`src/rtl/mac_seq.sv`:
```
// mac_seq: sequences one dot-product job on the shared MAC datapath.
// A job is accepted in IDLE. The sequencer clears the MAC, streams the
// operand pairs with a FIRST multiply followed by ACCUM steps, optionally
// saturates, then waits out the MAC pipeline latency. It captures the
// result and guard bits and presents them through an output handshake.
//
// Ports:
//   clk, reset_n                     clock, asynchronous active-low reset
//   start, len, mode, sat_en         job request and its parameters
//   op_valid/op_ready, op_a, op_b    operand-pair stream (valid/ready)
//   mac_instr, mac_a, mac_b          instruction and operands to the MAC
//   mac_stall                        holds the MAC while operands starve
//   mac_result, mac_protect          MAC accumulator value and guard bits
//   res_valid/res_ready              result handshake
//   res_data, res_protect, res_ovf   captured result, guard bits, overflow
//   busy                             high whenever a job is in progress
module mac_seq #(
  parameter int unsigned LEN_W   = 8,
  parameter int unsigned MAC_LAT = 2
) (
  input  logic             clk,
  input  logic             reset_n,
  input  logic             start,
  input  logic [LEN_W-1:0] len,
  input  logic             mode,
  input  logic             sat_en,
  input  logic             op_valid,
  input  logic [15:0]      op_a,
  input  logic [15:0]      op_b,
  output logic             op_ready,
  output logic [2:0]       mac_instr,
  output logic [15:0]      mac_a,
  output logic [15:0]      mac_b,
  output logic             mac_stall,
  input  logic [31:0]      mac_result,
  input  logic [7:0]       mac_protect,
  output logic             res_valid,
  input  logic             res_ready,
  output logic [31:0]      res_data,
  output logic [7:0]       res_protect,
  output logic             res_ovf,
  output logic             busy
);

  localparam int unsigned   DW         = (MAC_LAT > 1) ? $clog2(MAC_LAT) : 1;
  localparam logic [DW-1:0] DRAIN_LAST = DW'(MAC_LAT - 1);

  // Low two bits of the MAC instruction; bit 2 carries the lane mode.
  localparam logic [1:0] OP_CLR = 2'b00;
  localparam logic [1:0] OP_MUL = 2'b01;
  localparam logic [1:0] OP_ACC = 2'b10;
  localparam logic [1:0] OP_SAT = 2'b11;

  typedef enum logic [2:0] {
    S_IDLE, S_CLEAR, S_FIRST, S_ACCUM, S_SAT, S_DRAIN, S_OUT
  } state_t;

  state_t           state_q, state_d;
  logic [LEN_W-1:0] count_q, count_d;
  logic [DW-1:0]    drain_q, drain_d;
  logic             mode_q, mode_d;
  logic             sat_q, sat_d;
  logic             lenz_q, lenz_d;
  logic [31:0]      res_data_q, res_data_d;
  logic [7:0]       res_prot_q, res_prot_d;
  logic             res_ovf_q, res_ovf_d;
  logic             ovf_now;

  // Guard bits must be a pure sign extension of each lane's top bit.
  assign ovf_now = mode_q
    ? ((mac_protect[3:0] != {4{mac_result[15]}}) |
       (mac_protect[7:4] != {4{mac_result[31]}}))
    : (mac_protect != {8{mac_result[31]}});

  always_ff @(posedge clk or negedge reset_n) begin
    if (!reset_n) begin
      state_q    <= S_IDLE;
      count_q    <= '0;
      drain_q    <= '0;
      mode_q     <= 1'b0;
      sat_q      <= 1'b0;
      lenz_q     <= 1'b0;
      res_data_q <= '0;
      res_prot_q <= '0;
      res_ovf_q  <= 1'b0;
    end else begin
      state_q    <= state_d;
      count_q    <= count_d;
      drain_q    <= drain_d;
      mode_q     <= mode_d;
      sat_q      <= sat_d;
      lenz_q     <= lenz_d;
      res_data_q <= res_data_d;
      res_prot_q <= res_prot_d;
      res_ovf_q  <= res_ovf_d;
    end
  end

  always_comb begin
    state_d    = state_q;
    count_d    = count_q;
    drain_d    = '0;
    mode_d     = mode_q;
    sat_d      = sat_q;
    lenz_d     = lenz_q;
    res_data_d = res_data_q;
    res_prot_d = res_prot_q;
    res_ovf_d  = res_ovf_q;
    op_ready   = 1'b0;
    mac_instr  = {1'b0, OP_CLR};
    mac_a      = '0;
    mac_b      = '0;
    mac_stall  = 1'b0;
    res_valid  = 1'b0;

    unique case (state_q)
      S_IDLE: begin
        if (start) begin
          // len is loaded into the element counter here; CLEAR only
          // needs to know whether the job is empty.
          count_d = len;
          mode_d  = mode;
          sat_d   = sat_en;
          lenz_d  = (len == '0);
          state_d = S_CLEAR;
        end
      end
      S_CLEAR: begin
        state_d = lenz_q ? S_DRAIN : S_FIRST;
      end
      S_FIRST, S_ACCUM: begin
        mac_instr = {mode_q, (state_q == S_FIRST) ? OP_MUL : OP_ACC};
        op_ready  = 1'b1;
        if (op_valid) begin
          mac_a   = op_a;
          mac_b   = op_b;
          count_d = count_q - LEN_W'(1);
          if (count_q == LEN_W'(1)) begin
            state_d = sat_q ? S_SAT : S_DRAIN;
          end else begin
            state_d = S_ACCUM;
          end
        end else begin
          mac_stall = 1'b1;
        end
      end
      S_SAT: begin
        mac_instr = {mode_q, OP_SAT};
        state_d   = S_DRAIN;
      end
      S_DRAIN: begin
        // Accumulating zero keeps the MAC busy without disturbing the sum;
        // an empty job keeps the cleared accumulator instead.
        mac_instr = lenz_q ? {1'b0, OP_CLR} : {mode_q, OP_ACC};
        if (drain_q == DRAIN_LAST) begin
          res_data_d = mac_result;
          res_prot_d = mac_protect;
          res_ovf_d  = ovf_now;
          state_d    = S_OUT;
        end else begin
          drain_d = drain_q + DW'(1);
        end
      end
      S_OUT: begin
        res_valid = 1'b1;
        if (res_ready) state_d = S_IDLE;
      end
      default: state_d = S_IDLE;
    endcase
  end

  assign res_data    = res_data_q;
  assign res_protect = res_prot_q;
  assign res_ovf     = res_ovf_q;
  assign busy        = (state_q != S_IDLE);

endmodule
```
`config.mk`:
```
export PLATFORM = sky130hd
export DESIGN_NAME = mac_seq
export DESIGN_NICKNAME = d
export VERILOG_FILES = /design/src/rtl/mac_seq.sv
export SDC_FILE = /design/constraint.sdc
export NUM_CORES = 1
export LEC_CHECK = 0
export ABC_AREA = 1
export BUFFER_PORTS_ARGS = -buffer_cell sky130_fd_sc_hd__buf_2
export CAP_MARGIN = 10
export CELL_PAD_IN_SITES_DETAIL_PLACEMENT = 0
export CELL_PAD_IN_SITES_GLOBAL_PLACEMENT = 2
export CORE_UTILIZATION = 20
export DETAILED_ROUTE_END_ITERATION = 8
export GPL_TIMING_DRIVEN = 0
export PLACE_DENSITY = 0.78
export SETUP_SLACK_MARGIN = 0.05
export SLEW_MARGIN = 20
export SYNTH_ARGS = -nofsm -noshare
export SYNTH_HDL_FRONTEND = slang
export SYNTH_SLANG_ARGS = --single-unit
```
`constraint.sdc`:
```
create_clock -name clk -period 1.43 [get_ports clk]
set_clock_uncertainty 0.2 [all_clocks]
set_input_delay 0.2145 -clock clk [delete_from_list [all_inputs] [get_ports clk]]
set_output_delay 0.2145 -clock clk [all_outputs]
set_load 0.005 [all_outputs]
```
### Word level (Yosys, flattened, before mapping)

Cells that the tools add are included.

* add/sub/neg operators: 2
* equality and inequality tests: 14
* multiplexer cells: 25
* bitwise gates (word level): 1
* reduce and logical (&&, ||, !) cells: 9

Operator list (count)
* $mux 16: 4
* $mux 3: 7
* $pmux 3 s6: 1
* $mux 8: 2
* $pmux 8 s2: 1
* $eq 3x3->1 const B: 3
* $pmux 3 s3: 1
* $eq 8x1->1 const B: 1
* $logic_not 8->1: 1
* $mux 1: 8
* $ne 2x2->1 const B: 4
* $ne 4x4->1: 2
* $ne 8x8->1: 1
* $sub 8x1->8 const B: 1
* $eq 3x2->1 const B: 2
* $reduce_and 2->1: 2
* $reduce_and 4->1: 1
* $eq 3x1->1 const B: 1
* $logic_not 3->1: 1
* $reduce_and 3->1: 1
* $reduce_bool 3->1: 1
* $mux 2: 1
* $reduce_bool 2->1: 1
* $reduce_or 2->1: 1
* other kinds (2): 2

* flip-flop bits (word level): 56
* input port bits: 87
* output and inout bits: 80
* word-level logic and storage cells: 60

### Logic depth before layout (Yosys ltp)

Gate-level depths: netlist of run 1.

* depth in word-level cells: 4
* gate-level depth with buffers: 8
* mapped depth without buffers: 8

### Least setup slack after synthesis of run 1

No wires, ideal clock.

* path type: register to output
* start: reg state_q[1]
* end: out mac_a[0]
* data arrival time: 1.108 ns
* data required time: 1.016 ns
* slack: -0.092 ns
* stages on the path, launching flop included: 7
* buffers on the path: 2
* cells stage by stage: dfrtp_1 inv_1 nor2_4 inv_2 buf_2 buf_2 nor2_1

* longest elaborated chain between the ends: 3
* elaborated cells between the ends (all ways): 4
* classes of those cells: 2 x eq/ne; 1 x mux; 1 x reduce/logical

Ends and longest elaborated chain
* from (decl): RTL line 58 `state_t state_q, state_d;`
* from (signal assigned): RTL line 87 `state_q <= state_d;`
* $eq 3x2->1: RTL line 116 `unique case (state_q)`
* $reduce_or 2->1 *: RTL line 116
* $mux 16 *: RTL line 116
* to (decl): RTL line 32 `output logic [15:0] mac_a,`

Every way passes the cells marked *; elsewhere a longest branch is shown, timed or not.

### Worst setup path after layout of run 1

* start: reg state_q[1]
* end: out mac_a[5]

Same word-level chain as after synthesis.

==> results.yml, run 1 <==
setup_path:
  worst-path-buf-inv: 5
  path_cells: "inv_2 > nor2_4 > inv_4 > buf_12 > clkbuf_16 > nor2_2 > buf_2"
  worst-setup-path-type: "flop to output pin"
  crit_end: "mac_a[5]"
  end_kind: "output pin"
  crit_family: "buffers and inverters"
  worstPathArrival_ns: 1.47
  reg2reg_slack_ns: -0.42
  critPathMaxStageDelay_ns: 0.44
  worstSetupStartpoint: "state_q[1]$_DFFE_PN0P_"
  crit_slowest_cell: "dfrtp_2"
  critPathRequiredTime_ns: 1.02
  rr_endpoint: "res_data[18]$_DFFE_PN0P_"
  critical_path_depth: 7
  r2r_cells: 11
  r2r-start: "state_q[1]$_DFFE_PN0P_"
  crit_fanout: 9
  worst_setup_path_start_kind: "flop"
timing:
  final.setup.worst_slack_ns: -0.458
  hold_viol_final: 0
  period_share: 1.32
  relSlewSlack: 0.630
  setup_tns_ns: -33.59
  period_needed_ns: 1.89
  slew_viol_final: 0
  worst_pin_slew_ns: 0.555
  holdWs_ns: 0.0481
  fmax_mhz: 530
  finalSetupViolCount: 92
  rsz0062_at_grt: "true"
clock_tree:
  insertion_delay_ns: 0.30
  cts_sinks: 56
  htree_levels: 2
  cts-root-buf: "clkbuf_16"
  cts_tree: "built"
  clkTransAtPathRegs_ns: 0.08
  cts_buffers: 5
  cts_buffer_depth: 2
outcome:
  violations: "DRC, setup timing"
  status: "complete, but fails checks"
routing:
  totalWireLength_mm: 11.2
  drc: 28
  wl_met2_mm: 5.83
  vias: 3572
  drtIter0Drc: 104
  first_pass_iters: 6
  routedWlPerCell_um: 13.0
  avgViaCountPerCell: 4.12
  routed.top_layer: "met4"
  postRouteAntennaNets: 0
  dr_wl_met3_um: 576
  wl_met1_mm: 4.74
synthesis:
  synth_most_common_cell: "nand2_1"
  syn_nets: 519
  synthCells: 430
  synth_area_sq_um: 3030
  synth-main-ff-cell: "dfrtp_1"
  synth_top_area_share: 0.462
  syn_avg_cell_area_sq_um: 7.05
  synthArstFlopShare: 1.00
  synth_common_cells: "205 x nand2_1, 66 x nor2_1, 56 x dfrtp_1"
  synth-edff-count: 0
  ys_seq_area_frac: 0.462
  ys_top_cells_by_area: "dfrtp_1 46%, nand2_1 25%, nor2_1 8.2%"
  yosys_warnings: 0
  yosysTopAreaCell: "dfrtp_1"
  ys_ff_latch: 56
  synth_cell_types: 27
power:
  p_per_area_nw_per_um2: 1620
  ir_drop_mv: 0.863
  leakagePower_nw: 2.92
  finalPower_mw: 9.54
floorplan:
  core_area_sq_um: 14600
  rows: 44
  floorplan.initialDensity: 0.207
  dieHeight_um: 125
  io_pins: 167
  dieArea_sq_um: 15700
  fp.dieW_um: 125
min_path:
  hp-start: "mac_result[31]"
  hold_class: "primary input to flop"
placed_design:
  dpl_worst_slack_ns: -0.283
  dpl.hpwl_mm: 7.18
  gp_congestion: 0.745
  portBuffers: 165
  dp_cells: 779
layout:
  stdcell_count: 867
  nets: 771
  n_fill_cell: 1515
  diodes: 0
  syn2layout_area_growth_pct: 94.5
  drive_gt1_frac: 0.558
grt:
  grt.total_usage: 0.143
  grt_start_max_net_pins: 57
  grt_pass1_wl_mm: 17.9
  antenna_found_initial: 0
  grt_pass1_vias: 3607
  grt_overflow: 0
flow_run:
  maxCapViolCount: 0
-- registers in the layout (all words and copies together) (netlist names) --
register     flops
res_data        32
drain_q          1
res_ovf          1
sat_q            1
res_protect      8
lenz_q           1
count_q          8
mode_q           1
state_q          3
-- report_power, final --
| part | internal [mW] | leakage, nW | switching [mW] |
|---|---|---|---|
| Combinational | 2.65 | 2.28 | 2.95 |
| Clock | 0.656 | 0.0702 | 0.635 |
| Sequential | 2.17 | 0.563 | 0.480 |
| Total | 5.47 | 2.92 | 4.06 |
-- worst register-to-register path, delay by kind of cell (launching register included) --
kind	cells	cell delay [ns]
flops	1	0.46
buf+inv	6	0.70
simple gates	5	0.40
-- logic make-up (layout without fill, tap and decap cells) --
group | after synthesis | after routing | share of synthesized area
AO/OA/AOI/OAI | 22 | 22 | 0.0421
flip-flops | 56 | 56 | 0.462
multiplexers | 1 | 1 | 0.00330
adder cells (fa/ha/maj) | 2 | 2 | 0.00825
buffers and inverters | 48 | 300 | 0.0833
AND/OR/NAND/NOR | 301 | 302 | 0.401
-- layout make-up --
class,instances,area (sq um),area share
repair buffers,243,1740,0.295
multi-input cells,327,1970,0.334
flip-flops and latches,56,1410,0.238
well taps,184,230,0.0390
plain buffers,17,250,0.0424
repair inverters,1,11.3,0.00191
inverters,31,144,0.0244
clock buffers,5,125,0.0212
clock inverters,3,21.3,0.00361
-- cells in the final DEF (no fill, tap or decap), types with 4 or more instances in the layout --
| cell type | netlist | final |
|---|---|---|
| nand2_4 | 0 | 27 |
| o21ai_2 | 4 | 9 |
| buf_6 | 1 | 10 |
| clkbuf_16 | 0 | 8 |
| buf_4 | 2 | 16 |
| dlygate4sd3_1 | 0 | 42 |
| o21ai_0 | 12 | 8 |
| dfrtp_1 | 56 | 53 |
| buf_12 | 3 | 13 |
| clkbuf_1 | 4 | 4 |
| nand2_1 | 205 | 123 |
| nand3_1 | 13 | 11 |
| buf_2 | 7 | 163 |
| nand4_1 | 4 | 4 |
| nand2_2 | 5 | 60 |
| nor2_1 | 66 | 25 |
| inv_1 | 27 | 24 |
| nor2_4 | 2 | 16 |
| buf_8 | 0 | 6 |
| nor2_2 | 1 | 28 |
-- per-stage QoR --
step,area (sq um),util
after global routing,5900,0.403
after detailed placement,4250,0.290
after global placement,4250,0.290
final,5900,0.403
after floorplan,3190,-
after CTS,5510,0.376
-- how the worst min path moves through the flow --
stage / cells after the start / end / slack (ns)
floorplan: 0 / count_q[0]$_DFFE_PN0P_ / -0.28
CTS: 5 / count_q[3]$_DFFE_PN0P_ / 0.01
global placement: 3 / res_data[0]$_DFFE_PN0P_ / 0.22
finish: 3 / res_data[31]$_DFFE_PN0P_ / 0.05
detailed placement: 1 / res_data[9]$_DFFE_PN0P_ / 0.14
global route: 3 / res_data[31]$_DFFE_PN0P_ / 0.05
-- timing repair --
action	CTS	global route
endpoints found under the hold margin	97	0
hold buffers	42	0
gates cloned	8	3
buffers inserted	22	12
endpoints found under the setup margin	94	98
gates resized for setup	101	90
pin swaps	25	34
-- per-layer routing --
metal / vias up / track usage
met4: 0 / 0.0258
met3: 8 / 0.0334
met1: 1655 / 0.173
met5: - / 0
met2: 97 / 0.260
li1: 1812 / -
Power figures use the tool's default switching activity.
==> run 2: changes to the inputs <==
==> constraint.sdc (replaced) <==
create_clock -name clk -period 1.43 [get_ports clk]
set_clock_uncertainty 0.2 [all_clocks]
set_input_delay 0.286 -clock clk [delete_from_list [all_inputs] [get_ports clk]]
set_output_delay 0.286 -clock clk [all_outputs]
set_load 0.005 [all_outputs]
==> run 2 against run 1 <==
The flow finishes with violations (DRC, hold timing, setup timing). Cell area shrank 14%. Final cell count shrank 3.8%. First-iteration DRC count grew 6.7%. Sequential share of layout area grew 4.0 points. Critical path type unchanged. Critical endpoint is now mac_a[3].
==> results.yml, run 2 (synthesis results as in run 1) <==
outcome:
  status: "complete, but fails checks"
  violations: "DRC, hold timing, setup timing"
setup_path:
  worst-path-buf-inv: 5
  critical_path_depth: 7
  path_cells: "inv_2 > nor2_4 > inv_4 > buf_12 > buf_8 > nor2_2 > buf_2"
  worstSetupStartpoint: "state_q[1]$_DFFE_PN0P_"
  crit_fanout: 10
  crit_end: "mac_a[3]"
  crit_slowest_cell: "dfrtp_2"
  end_kind: "output pin"
  crit_family: "buffers and inverters"
  critPathMaxStageDelay_ns: 0.46
  worstPathArrival_ns: 1.50
  worst_setup_path_start_kind: "flop"
  r2r_cells: 8
  worst-setup-path-type: "flop to output pin"
  rr_endpoint: "res_data[8]$_DFFE_PN0P_"
  reg2reg_slack_ns: -0.16
  r2r-start: "state_q[0]$_DFFE_PN0P_"
  critPathRequiredTime_ns: 0.94
clock_tree:
  holdBufCountCts: 31
  clkTransAtPathRegs_ns: 0.08
  cts_buffer_depth: 2
  cts-root-buf: "clkbuf_16"
  cts_buffers: 5
  insertion_delay_ns: 0.30
  cts_sinks: 56
  cts_tree: "built"
  htree_levels: 2
timing:
  final.setup.worst_slack_ns: -0.553
  hold_viol_final: 56
  finalSetupViolCount: 92
  worst_pin_slew_ns: 0.764
  fmax_mhz: 504
  slew_viol_final: 0
  rsz0062_at_grt: "true"
  holdWs_ns: -0.156
  period_share: 1.39
  relSlewSlack: 0.490
  setup_tns_ns: -26.89
  period_needed_ns: 1.98
routing:
  postRouteAntennaNets: 0
  drc: 32
  routedWlPerCell_um: 11.9
  vias: 3425
  drtIter0Drc: 111
  avgViaCountPerCell: 4.11
  first_pass_iters: 6
  totalWireLength_mm: 9.89
layout:
  largest_register_ffs: 32
  diodes: 0
  syn2layout_area_growth_pct: 66.5
  fin_area_sq_um: 5050
  final_util: 0.345
  nets: 738
  stdcell_count: 834
  drive_gt1_frac: 0.432
  final_cell_mix: "190 x nand2_1, 163 x buf_2, 53 x dfrtp_1"
  final_common_cell: "nand2_1"
  n_fill_cell: 1536
floorplan:
  fp.dieW_um: 125
  dieArea_sq_um: 15700
  rows: 44
  dieHeight_um: 125
  floorplan.initialDensity: 0.207
  core_area_sq_um: 14600
  io_pins: 167
flow_run:
  maxCapViolCount: 0
placed_design:
  postPlaceCellArea_sq_um: 4220
  dp_cells: 779
  gp_congestion: 0.759
  dpl.hpwl_mm: 7.17
  portBuffers: 165
grt:
  grt.total_usage: 0.127
  antenna_found_initial: 1
  grt_pass1_vias: 3339
  grt_pass1_wl_mm: 16.0
  grt_overflow: 0
  grt_start_max_net_pins: 57
min_path:
  hold_class: "primary input to async pin"
power:
  finalPower_mw: 8.55
  leakagePower_nw: 2.56
  ir_drop_mv: 0.693
  p_per_area_nw_per_um2: 1690
[run 2: cell types whose count changed in the layout (fill, tap and decap cells not counted), moves of 4 or more]
cell and delta:
dlygate4sd3_1 -11, buf_6 -5, nor2_1 +6, nand2_2 -41, nand2_4 -27, nor2_4 -8, o21ai_2 -4, buf_12 -6
nand2_1 +67
[run 2: worst min path at each step]
stage               slack (ns)                startpoint                  endpoint
global route             -0.09                   reset_n  res_data[17]$_DFFE_PN0P_
detailed placement        0.22                   reset_n  res_data[17]$_DFFE_PN0P_
global placement          0.25  res_data[20]$_DFFE_PN0P_  res_data[20]$_DFFE_PN0P_
finish                   -0.16                   reset_n  res_data[17]$_DFFE_PN0P_
floorplan                -0.21                   reset_n    count_q[0]$_DFFE_PN0P_
CTS                      -0.12                   reset_n  res_data[25]$_DFFE_PN0P_
[run 2: metal layers]
metal | track usage | vias to the layer above | part of all wire
met2 | 0.219 | 115 | 0.47
met3 | 0.0295 | 7 | 0.061
met1 | 0.160 | 1552 | 0.45
met4 | 0.0280 | 0 | 0.011
li1 | - | 1751 | -
met5 | 0 | - | 0
[run 2: through the flow]
| stage | hold slack (ns) | setup slack (ns) |
|---|---|---|
| 2_1_floorplan | -0.210 | -0.0452 |
| 3_3_place_gp | 0.247 | -0.426 |
| 3_5_place_dp | 0.219 | -0.381 |
| 4_1_cts | -0.118 | -0.554 |
| 5_1_grt | -0.0865 | -0.620 |
| 6_report | -0.156 | -0.553 |
[run 2: worst register-to-register path: stages (launching register included)]
cell	delay, ns
dfrtp_2	0.48
inv_4	0.07
nor2_4	0.09
nand2_2	0.08
nor2_4	0.18
buf_12	0.17
clkbuf_16	0.16
nand2_1	0.05
nand2_1	0.06
[run 2: power by group]
part | leakage (nW) | switching, mW | internal, mW | total [mW]
Sequential | 0.563 | 0.399 | 2.17 | 2.57
Clock | 0.0671 | 0.620 | 0.656 | 1.28
Combinational | 1.93 | 2.57 | 2.14 | 4.71
Total | 2.56 | 3.59 | 4.97 | 8.55
[run 2: cell type report]
cell class / instances / area, sq um / share of cell area
multi-input cells: 327 / 1610 / 0.319
flip-flops and latches: 56 / 1410 / 0.278
repair buffers: 211 / 1300 / 0.257
plain buffers: 17 / 234 / 0.0463
well taps: 184 / 230 / 0.0456
inverters: 31 / 130 / 0.0258
clock buffers: 6 / 129 / 0.0255
clock inverters: 2 / 16.3 / 0.00322
[run 2: repair_timing]
| action | 4_1_cts | 5_1_grt |
|---|---|---|
| buffers inserted | 6 | 9 |
| resized for setup | 27 | 38 |
| pin swaps | 2 | 8 |
| endpoints found under the hold margin | 87 | 56 |
| setup endpoints to repair | 94 | 94 |
| gates cloned | 1 | 2 |
